==> src/rtl/output_port_allocator_if.sv <==
// ---------------------------------------------------------------------------
// output_port_allocator_if : request/grant/credit bundle for one output port
// Revision 1.0 - initial release
// ---------------------------------------------------------------------------
`default_nettype none

`ifndef HEADER
`define HEADER 3'b001
`endif
`ifndef PAYLOAD
`define PAYLOAD 3'b010
`endif
`ifndef TAIL
`define TAIL 3'b100
`endif

interface output_port_allocator_if #(
  parameter int NUM_IN = 5,
  parameter int CW     = 3
);
  logic [NUM_IN-1:0]   req;
  logic [NUM_IN-1:0]   empty;
  logic [3*NUM_IN-1:0] flit_id;
  logic                credit_in;
  logic [NUM_IN-1:0]   grant;
  logic [NUM_IN-1:0]   rd_en;
  logic                busy;
  logic [CW-1:0]       credit_cnt;
  logic                credit_err;

  modport master (
    output req, empty, flit_id, credit_in,
    input  grant, rd_en, busy, credit_cnt, credit_err
  );

  modport slave (
    input  req, empty, flit_id, credit_in,
    output grant, rd_en, busy, credit_cnt, credit_err
  );
endinterface

`default_nettype wire

==> src/rtl/output_port_allocator.sv <==
// ---------------------------------------------------------------------------
// output_port_allocator : packet-granular round-robin allocator with credits
// Revision 1.0 - initial release
// ---------------------------------------------------------------------------
`default_nettype none

module output_port_allocator #(
  parameter int NUM_IN  = 5,
  parameter int CREDITS = 4,
  parameter int CW      = 3
) (
  input  wire logic               clk,
  input  wire logic               rst,
  output_port_allocator_if.slave  bus
);

  localparam int                c_ptr_w   = (NUM_IN > 1) ? $clog2(NUM_IN) : 1;
  localparam logic [c_ptr_w:0]  c_num_in  = (c_ptr_w+1)'(NUM_IN);
  localparam logic [CW-1:0]     c_credits = CW'(CREDITS);

  typedef enum logic [0:0] {
    ST_IDLE   = 1'b0,
    ST_LOCKED = 1'b1
  } state_t;

  state_t              r_state, w_state_nxt;
  logic [NUM_IN-1:0]   r_grant, w_grant_nxt;
  logic [c_ptr_w-1:0]  r_ptr, w_ptr_nxt;
  logic [CW-1:0]       r_credit;
  logic                r_err;

  logic [NUM_IN-1:0]   w_elig, w_tail, w_rot, w_rd_en;
  logic [c_ptr_w-1:0]  w_win;
  logic                w_found, w_has_credit, w_pop, w_tail_pop;

  for (genvar i = 0; i < NUM_IN; i++) begin : g_flit
    assign w_elig[i] = bus.req[i] & ~bus.empty[i] & (bus.flit_id[3*i +: 3] == `HEADER);
    assign w_tail[i] = (bus.flit_id[3*i +: 3] == `TAIL);
  end

  assign w_has_credit = (r_credit != '0);
  assign w_rd_en      = (r_state == ST_LOCKED && w_has_credit) ? (r_grant & ~bus.empty) : '0;
  assign w_pop        = |w_rd_en;
  assign w_tail_pop   = |(w_rd_en & w_tail);

  // Rotate so bit 0 is the pointer position; first set bit is the winner offset.
  assign w_rot = NUM_IN'({w_elig, w_elig} >> r_ptr);

  always_comb begin
    logic [c_ptr_w:0] v_sum;
    w_found = 1'b0;
    w_win   = '0;
    v_sum   = '0;
    for (int k = 0; k < NUM_IN; k++) begin
      if (!w_found && w_rot[k]) begin
        w_found = 1'b1;
        v_sum   = {1'b0, r_ptr} + (c_ptr_w+1)'(k);
        if (v_sum >= c_num_in) v_sum = v_sum - c_num_in;
        w_win   = v_sum[c_ptr_w-1:0];
      end
    end
  end

  always_comb begin
    w_state_nxt = r_state;
    w_grant_nxt = r_grant;
    w_ptr_nxt   = r_ptr;
    case (r_state)
      ST_IDLE: begin
        w_grant_nxt = '0;
        if (w_found && w_has_credit) begin
          w_state_nxt = ST_LOCKED;
          w_grant_nxt = NUM_IN'(1) << w_win;
          w_ptr_nxt   = (w_win == c_ptr_w'(NUM_IN-1)) ? '0 : w_win + c_ptr_w'(1);
        end
      end
      ST_LOCKED: begin
        if (w_tail_pop) begin
          w_state_nxt = ST_IDLE;
          w_grant_nxt = '0;
        end
      end
      default: begin
        w_state_nxt = ST_IDLE;
        w_grant_nxt = '0;
      end
    endcase
  end

  always_ff @(posedge clk) begin
    if (rst) begin
      r_state <= ST_IDLE;
      r_grant <= '0;
      r_ptr   <= '0;
    end else begin
      r_state <= w_state_nxt;
      r_grant <= w_grant_nxt;
      r_ptr   <= w_ptr_nxt;
    end
  end

  // A returned credit and a pop in the same cycle cancel out.
  always_ff @(posedge clk) begin
    if (rst) begin
      r_credit <= c_credits;
      r_err    <= 1'b0;
    end else begin
      case ({bus.credit_in, w_pop})
        2'b10: begin
          if (r_credit == c_credits) r_err    <= 1'b1;
          else                       r_credit <= r_credit + CW'(1);
        end
        2'b01:   r_credit <= r_credit - CW'(1);
        default: ;
      endcase
    end
  end

  assign bus.grant      = r_grant;
  assign bus.rd_en      = w_rd_en;
  assign bus.busy       = (r_state == ST_LOCKED);
  assign bus.credit_cnt = r_credit;
  assign bus.credit_err = r_err;

endmodule

`default_nettype wire

==> src/flat_wrapper.sv <==
// flat-port wrapper written by rule: the top's interface ports become plain ports
module output_port_allocator_flat 
#(
  parameter int NUM_IN  = 5,
  parameter int CREDITS = 4,
  parameter int CW      = 3
)
  (clk, rst, bus_req, bus_empty, bus_flit_id, bus_credit_in, bus_grant, bus_rd_en, bus_busy, bus_credit_cnt, bus_credit_err);
  output_port_allocator_if #(.NUM_IN(NUM_IN), .CW(CW)) bus_i ();
  input  wire logic clk;
  input  wire logic rst;
  input wire logic [$bits(bus_i.req)-1:0] bus_req;
  input wire logic [$bits(bus_i.empty)-1:0] bus_empty;
  input wire logic [$bits(bus_i.flit_id)-1:0] bus_flit_id;
  input wire logic [$bits(bus_i.credit_in)-1:0] bus_credit_in;
  output wire logic [$bits(bus_i.grant)-1:0] bus_grant;
  output wire logic [$bits(bus_i.rd_en)-1:0] bus_rd_en;
  output wire logic [$bits(bus_i.busy)-1:0] bus_busy;
  output wire logic [$bits(bus_i.credit_cnt)-1:0] bus_credit_cnt;
  output wire logic [$bits(bus_i.credit_err)-1:0] bus_credit_err;
  assign bus_i.req = bus_req;
  assign bus_i.empty = bus_empty;
  assign bus_i.flit_id = bus_flit_id;
  assign bus_i.credit_in = bus_credit_in;
  assign bus_grant = bus_i.grant;
  assign bus_rd_en = bus_i.rd_en;
  assign bus_busy = bus_i.busy;
  assign bus_credit_cnt = bus_i.credit_cnt;
  assign bus_credit_err = bus_i.credit_err;
  output_port_allocator #(.NUM_IN(NUM_IN), .CREDITS(CREDITS), .CW(CW)) u_core (.clk(clk), .rst(rst), .bus(bus_i));
endmodule
==> config.mk <==
export PLATFORM = sky130hd
export DESIGN_NAME = output_port_allocator_flat
export DESIGN_NICKNAME = d
export VERILOG_FILES = /design/src/rtl/output_port_allocator_if.sv /design/src/rtl/output_port_allocator.sv /design/src/flat_wrapper.sv
export SDC_FILE = /design/constraint.sdc
export NUM_CORES = 1
export LEC_CHECK = 0
export BUFFER_PORTS_ARGS = -buffer_cell sky130_fd_sc_hd__buf_2
export CAP_MARGIN = 40
export CORE_ASPECT_RATIO = 1.5
export CORE_MARGIN = 2
export CORE_UTILIZATION = 50
export CTS_CLUSTER_DIAMETER = 100
export DETAILED_ROUTE_END_ITERATION = 12
export PLACE_DENSITY = 0.84
export SYNTH_ARGS = -nofsm -noshare
export SYNTH_HDL_FRONTEND = slang
export SYNTH_SLANG_ARGS = --single-unit
==> constraint.sdc <==
create_clock -name clk -period 5.7 [get_ports clk]
set_clock_uncertainty 0.1 [all_clocks]
set_input_delay 0.855 -clock clk [delete_from_list [all_inputs] [get_ports clk]]
set_output_delay 0.855 -clock clk [all_outputs]
set_load 0.005 [all_outputs]
=== Yosys cells after proc, flatten, opt, wreduce, memory -nomap -nowiden ===
Index checks and enable logic that the tools add are counted.
W data, S select, Z words.

* Output and inout bits: 15
* Flip-flop bits (word level): 13

* Muxes and demuxes: 25
* Shift-type cells: 2
* Bitwise logic cells: 19
* Add/subtract/negate cells: 12
* Reductions and logical operators: 17
* Magnitude comparators: 5
* Equal/unequal tests: 16

{| class="wikitable"
|+ Operators by type and width
! kind !! count
|-
| $mux W3 || 12
|-
| $eq A3 B3 Y1 const B || 7
|-
| $ge A4 B3 Y1 const B || 4
|-
| $eq A3 B1 Y1 const B || 5
|-
| $mux W5 || 3
|-
| $sub A3 B3 Y3 const B || 5
|-
| $and A1 B1 Y1 || 10
|-
| $and A5 B5 Y5 || 2
|-
| $pmux W5 S2 || 1
|-
| $reduce_or A5 Y1 || 2
|-
| $shr A10 B3 Y5 || 1
|-
| $add A3 B2 Y4 const B || 2
|-
| $mux W1 || 7
|-
| $add A3 B1 Y3 const B || 2
|-
| $logic_and A1 B1 Y1 || 6
|-
| $not A1 Y1 || 6
|-
| $pmux W3 S2 || 1
|-
| $reduce_and A2 Y1 || 3
|-
| $not A5 Y5 || 1
|-
| $shl A1 B3 Y5 const A || 1
|-
| $add A3 B1 Y4 const B || 1
|-
| $add A3 B3 Y4 const B || 1
|-
| $logic_not A1 Y1 || 4
|-
| $ne A2 B2 Y1 const B || 2
|-
| other kinds (7) || 7
|}

=== Logic depth before layout (Yosys ltp) ===
* Word-level depth: 20
* Depth in mapped cells: 17
* Mapped depth without buffers: 15

=== Worst setup path after synthesis ===
Ideal clock, no wire load.

* Path type: input -> register
* Start point: input port bus_empty[1]
* End point: register u_core.r_ptr[2]
* Library setup time: 0.071 ns
* Stages on the path: 13
* Path slack: 2.400 ns
* Arrival: 3.130 ns
* Cell sequence: nor4b_2 -> nand2_1 -> o21a_1 -> a211o_1 -> o2111a_1 -> a31oi_1 -> a31oi_1 -> a211o_1 -> ha_1 -> ha_1 -> inv_1 -> o211ai_1 -> a21oi_1

* Cells in the longest elaborated chain, start to end: 19
* Elaborated cells between the ends (all ways): 27
* Classes of those cells: add/sub: 1; eq/ne: 1; shift: 1; mux: 11; bitwise: 3; reduce/logical: 10

{| class="wikitable"
|+ RTL lines
! element !! RTL line !! RTL
|-
| start, declared || flat_wrapper.sv:13 || <nowiki>input wire logic [$bits(bus_i.empty)-1:0] bus_empty;</nowiki>
|-
| $not A1 Y1 * || output_port_allocator.sv:37 || <nowiki>assign w_elig[i] = bus.req[i] & ~bus.empty[i] & (bus.flit_id[3*i +: 3] == `HEADER);</nowiki>
|-
| $and A1 B1 Y1 * (2 in a row) || output_port_allocator.sv:37 ||
|-
| $shr A10 B3 Y5 * || output_port_allocator.sv:47 || <nowiki>assign w_rot = NUM_IN'({w_elig, w_elig} >> r_ptr);</nowiki>
|-
| $mux W1 || output_port_allocator.sv:55 || <nowiki>if (!w_found && w_rot[k]) begin</nowiki>
|-
| $logic_not A1 Y1 || output_port_allocator.sv:55 ||
|-
| $logic_and A1 B1 Y1 || output_port_allocator.sv:55 ||
|-
| $mux W1 || output_port_allocator.sv:55 ||
|-
| $logic_not A1 Y1 || output_port_allocator.sv:55 ||
|-
| [2 not listed] || n/a ||
|-
| $logic_not A1 Y1 || output_port_allocator.sv:55 ||
|-
| $logic_and A1 B1 Y1 || output_port_allocator.sv:55 ||
|-
| $mux W1 || output_port_allocator.sv:55 ||
|-
| $logic_not A1 Y1 || output_port_allocator.sv:55 ||
|-
| $logic_and A1 B1 Y1 || output_port_allocator.sv:55 ||
|-
| $mux W3 or $mux W1 (tied branches) || output_port_allocator.sv:55 ||
|-
| $add A3 B1 Y3, or another cell as far along || output_port_allocator.sv:74 || <nowiki>w_ptr_nxt = (w_win == c_ptr_w'(NUM_IN-1)) ? '0 : w_win + c_ptr_w'(1);</nowiki>
|-
| $mux W3 or $reduce_and A2 Y1 (tied branches) || n/a ||
|-
| end signal, assigned || output_port_allocator.sv:98 || <nowiki>r_ptr <= w_ptr_nxt;</nowiki>
|-
| end, declared || output_port_allocator.sv:28 || <nowiki>logic [c_ptr_w-1:0] r_ptr, w_ptr_nxt;</nowiki>
|}

Mark *: on every way between the ends. The rest lies on a longest branch, timed or not.
A chain may end at the register's enable or synchronous reset.

=== Worst setup path in the final report ===
* Start point: register u_core.r_ptr[0]
* End point: register u_core.r_ptr[2]

* Cells in the longest elaborated chain, start to end: 16
* Elaborated cells between the ends (all ways): 43
* Classes of those cells: add/sub: 10; order compare: 5; eq/ne: 1; shift: 1; mux: 16; reduce/logical: 10

{| class="wikitable"
|+ RTL lines
! element
|-
| parallel branches: the longest is 16 deep, another holds $add A3 B1 Y4
|}

Several ways; the timed one is not identified.

==> reports/results.env <==
FINAL-SEQ-AREA_UM2=260.3
DETAIL_ROUTE.WL_PER_CELL_UM=15.46
SYNTHTOPCELLSBYCOUNT='sky130_fd_sc_hd__nor2_1, sky130_fd_sc_hd__nand3_1, sky130_fd_sc_hd__a21oi_1, sky130_fd_sc_hd__dfxtp_1, sky130_fd_sc_hd__ha_1'
CRITICAL_PATH.CELL_CHAIN='inv_2, ha_1, ha_1, nor2b_1, nand2_1, a21oi_1, a311oi_1, o211ai_1, a221oi_2, ha_1, inv_1, o211ai_1, a21oi_1'
TIMING.FINAL.HOLD_VIOLATIONS=0
TRITONCTS='yes'
NUMBER_OF_SETUP_BUFFERS_ADDED_AFTER_CTS=0
YS_FF_LATCH=13
HOLDCRITSTARTPOINT='u_core.bus.grant[4]$_SDFFE_PP0P_'
SYNTH_NETS=278
HOLD_PATH_CLASS='flip-flop to flip-flop'
CP-START-KIND='flip-flop'
PLACEMENTROWS=26
WORSTSETUPENDPOINTTYPE='flip-flop'
FINAL_NET_COUNT=314
GRT_ANTENNA_BEFORE_REPAIR=0
CP.ARRIVAL_NS=3.81
CTS_HOLD_BUFFERS=0
TOP_LEVEL_PORTS=43
FINAL.PERIOD_UTILIZATION_PCT=65.60
CTS_H_TREE_LVLS=1
MAXSLEWVIOLCOUNT=0
AREA_GROWTH_PCT=15.36
TIMING.MAX_CAP.VIOLATIONS=0
POST_ROUTE_CELLS_DRIVE_ABOVE_1_SHARE_PCT=20.74
DETAIL_ROUTE.VIAS_PER_CELL=6.311
FINAL_PERIOD_DEMAND_OF_THE_WORST_PATH_NS=3.739
GRT-OVFL-TOTAL=0
CORE_AREA_MM2=0.003351
GP_CONGESTION=0.8727
FINALHOLDWORSTSLACK_NS=0.3846
MAX_STAGE_DELAY_NS=0.83
WORST_R2R_ENDPOINT='u_core.r_ptr[2]$_SDFFE_PP0P_'
SHARE_OF_THE_YOSYS_CHIP_AREA_BELONGING_TO_REGISTERS_PCT=15.14
NETLIST_AREA_MM2=0.001719
YS_ASYNC_SR_FRACTION_PCT=0
P_SW_SHARE_PCT=51.28
POST-LAYOUT-TOTAL-POWER_W=0.0008250
MAX_CLOCK_FREQ_GHz=0.2674
GLOBAL_ROUTE.USAGE.TOTAL_PCT=23.45
STARTPOINT_OF_THE_WORST_SLACK_REG_TO_REG_TIMING_PATH='u_core.r_ptr[0]$_SDFFE_PP0P_'
YOSYSTOPAREACELL='sky130_fd_sc_hd__dfxtp_1'
IR_WORST_VDD_mV=0.3090
CRITPATHMAXFANOUT=22
GRT_START_MAX_NET_PINS=25
CLOCKPOWERSHARE_PCT=9.8
SYN-MEAN-INSTANCE-AREA_UM2=7.316
INITIAL_CORE_UTIL_PCT=51.31
CELLINTERNALPOWER_W=0.0004019
WORST_SKEW_PAIR.LATE_LATENCY_NS=0.24
DIE_H_UM=75.82
CP.BUFFERS_INVERTERS=2
P_LEAK_nW=0.8085
OUTCOME='finished, final reports clean'
CTS.REPAIR.RESIZED=0
WORST_HOLD_PATH_EP='u_core.bus.grant[4]$_SDFFE_PP0P_'
WIRELENGTH_MM=4.823
PATH_COMMON_CELL='sky130_fd_sc_hd__ha_1'
SYNTH_MOST_COMMON_CELL='sky130_fd_sc_hd__nor2_1'
YOSYSTOPAREACELLSHARE_PCT=15.14
SYNTH-MAIN-FF-CELL='sky130_fd_sc_hd__dfxtp_1'
TIMING.SLEW.HEADROOM_PCT=47.73
CTS.SINKS=13
POWER.DENSITY_mW_PER_MM2=416.0
FINAL_ANTENNA_VIOLATING_NET_COUNT=0
CLK_PATH_BUF_DEPTH=2
DIE_WIDTH_UM=51.88
TIMING.HOLD.WORST_PATH_DEPTH=2
DETAILED_PLACE.AREA_MM2=0.001938
PATH_CLK_SLEW_NS=0.05
SYN-INSTANCE-COUNT=235
DISTINCT_CELL_TYPE_COUNT_AFTER_SYNTHESIS=58
CTS_INSERTED_BUFFERS=3
YS_TOP_CELLS_BY_AREA='sky130_fd_sc_hd__dfxtp_1, sky130_fd_sc_hd__ha_1, sky130_fd_sc_hd__nor2_1, sky130_fd_sc_hd__nor3b_1, sky130_fd_sc_hd__nand3_1'
PORTBUFFERS=42
PWR-SHARE-COMB_PCT=68.9
R2R_SETUP_SLACK_NS=1.96
DR.FIRST_ITER.DRC_COUNT=82
YOSYSWARNINGCOUNT=0
TIMING.CRITICAL_PATH.REQUIRED_NS=5.77
DIE_AREA_MM2=0.003933
SEQPWRFRAC_PCT=21.4
RR_WORST_DEPTH=13
DETAILROUTE.VIA_COUNT=1969
FINALINSTANCEAREA_MM2=0.001983
FINAL-SETUP-VIOL-COUNT=0
FILL_CELLS=316
SYNTH_ENABLE_FLOP_CELLS=0
FIRST_PASS_GRT_WIRE_LENGTH_MM=7.265
RSZ0062_AT_GRT='no'
MULTI_INPUT_COMB_AREA_MM2=0.001358
WORST_SLEW_PIN_SLEW_NS=0.7830
CTSROOTBUFFERMASTER='sky130_fd_sc_hd__clkbuf_8'
DRT_FIRST_PASS_ITERS=4
FINAL_TOTAL_NEGATIVE_SETUP_SLACK_NS=0
FIRST_GLOBAL_VIAS=1705
SETUP.WORST_PATH.CLASS='flip-flop to flip-flop'
CRITPATHSLOWESTCELL='sky130_fd_sc_hd__dfxtp_1'
NUM_ANTENNA_CELLS=0
DRC_ERRORS=0
HPWL_MM=3.814
CRITICAL_PATH.TOP_DELAY_FAMILY='compound AO/OA/AOI/OAI gates'
SWITCHING_POWER_W=0.0004231
layout by cell type, fill, tap and decap left out, drive strengths merged, types with 10 or more instances in the layout:
cell type	synthesis	final
inv	14	14
nand3	16	16
nor2	26	26
o21ai	10	10
a21oi	14	14
nand2	12	12
buf	4	43
dfxtp	13	13
nor3b	12	12
ha	13	13
cells by family (layout without fill, tap and decap cells):
family	Yosys count	in the layout	synth area share [%]
adder cells (fa/ha/maj)	15	15	11.79
flip-flops	13	13	15.14
XOR/XNOR	3	3	1.529
AND/OR/NAND/NOR	104	104	33.04
multiplexers	2	2	1.892
AO/OA/AOI/OAI	72	72	30.71
buffers and inverters	26	61	5.895
per-stage QoR:
stage / instances / setup slack [ns] / util (%)
after global routing: 312 / 1.732 / 59.19
after detailed placement: 308 / 1.902 / 57.84
after CTS: 312 / 2.015 / 59.19
after floorplan: 235 / 2.400 / -
final: 312 / 1.961 / 59.19
after global placement: 307 / 1.954 / 57.69
layout make-up:
cell class	instances	share of cell area [%]
multi-input combinational	196	68.45
sequential	13	13.12
timing repair buffer	43	10.85
inverter	14	2.650
tap	42	2.650
clock buffer	4	2.271
flip-flops by register name (all words and copies together) (netlist names):
name	count
u_core.bus.grant	5
u_core.bus.credit_cnt	3
u_core.r_ptr	3
u_core.bus.busy	1
u_core.bus.credit_err	1
routing by layer:
metal  global-route usage [%]  part of all wire [%]
met5                        0                     0
met4                    11.99                   3.4
met3                   0.7843                   4.2
met2                    41.49                    52
met1                    28.66                    40
worst min-delay path: stages, from the launching register on:
cell and delay, ns:
sky130_fd_sc_hd__dfxtp_1 0.32, sky130_fd_sc_hd__nand2_1 0.06, sky130_fd_sc_hd__a21oi_1 0.05
worst max-delay path by stage:
stage	end	slack, ns	depth (start not counted)	startpoint
6_report	u_core.r_ptr[2]$_SDFFE_PP0P_	1.96	13	u_core.r_ptr[0]$_SDFFE_PP0P_
5_1_grt	u_core.r_ptr[2]$_SDFFE_PP0P_	1.73	13	u_core.r_ptr[0]$_SDFFE_PP0P_
4_1_cts	u_core.r_ptr[2]$_SDFFE_PP0P_	2.02	13	u_core.r_ptr[0]$_SDFFE_PP0P_
3_5_place_dp	u_core.r_ptr[0]$_SDFFE_PP0P_	1.90	13	bus_empty[3]
3_3_place_gp	u_core.r_ptr[0]$_SDFFE_PP0P_	1.95	13	bus_empty[3]
2_1_floorplan	u_core.r_ptr[2]$_SDFFE_PP0P_	2.40	13	bus_empty[1]
power by group through the flow:
| stage | logic [W] | registers (W) | clock network, W |
|---|---|---|---|
| floorplan | 0.000460 | 0.000143 | 0 |
| global placement | 0.000543 | 0.000176 | 0 |
| detailed placement | 0.000559 | 0.000176 | 0 |
| CTS | 0.000563 | 0.000176 | 0.0000833 |
| global route | 0.000637 | 0.000182 | 0.0000878 |
| finish | 0.000568 | 0.000176 | 0.0000807 |
No activity file was read; power rests on OpenSTA's default activity.
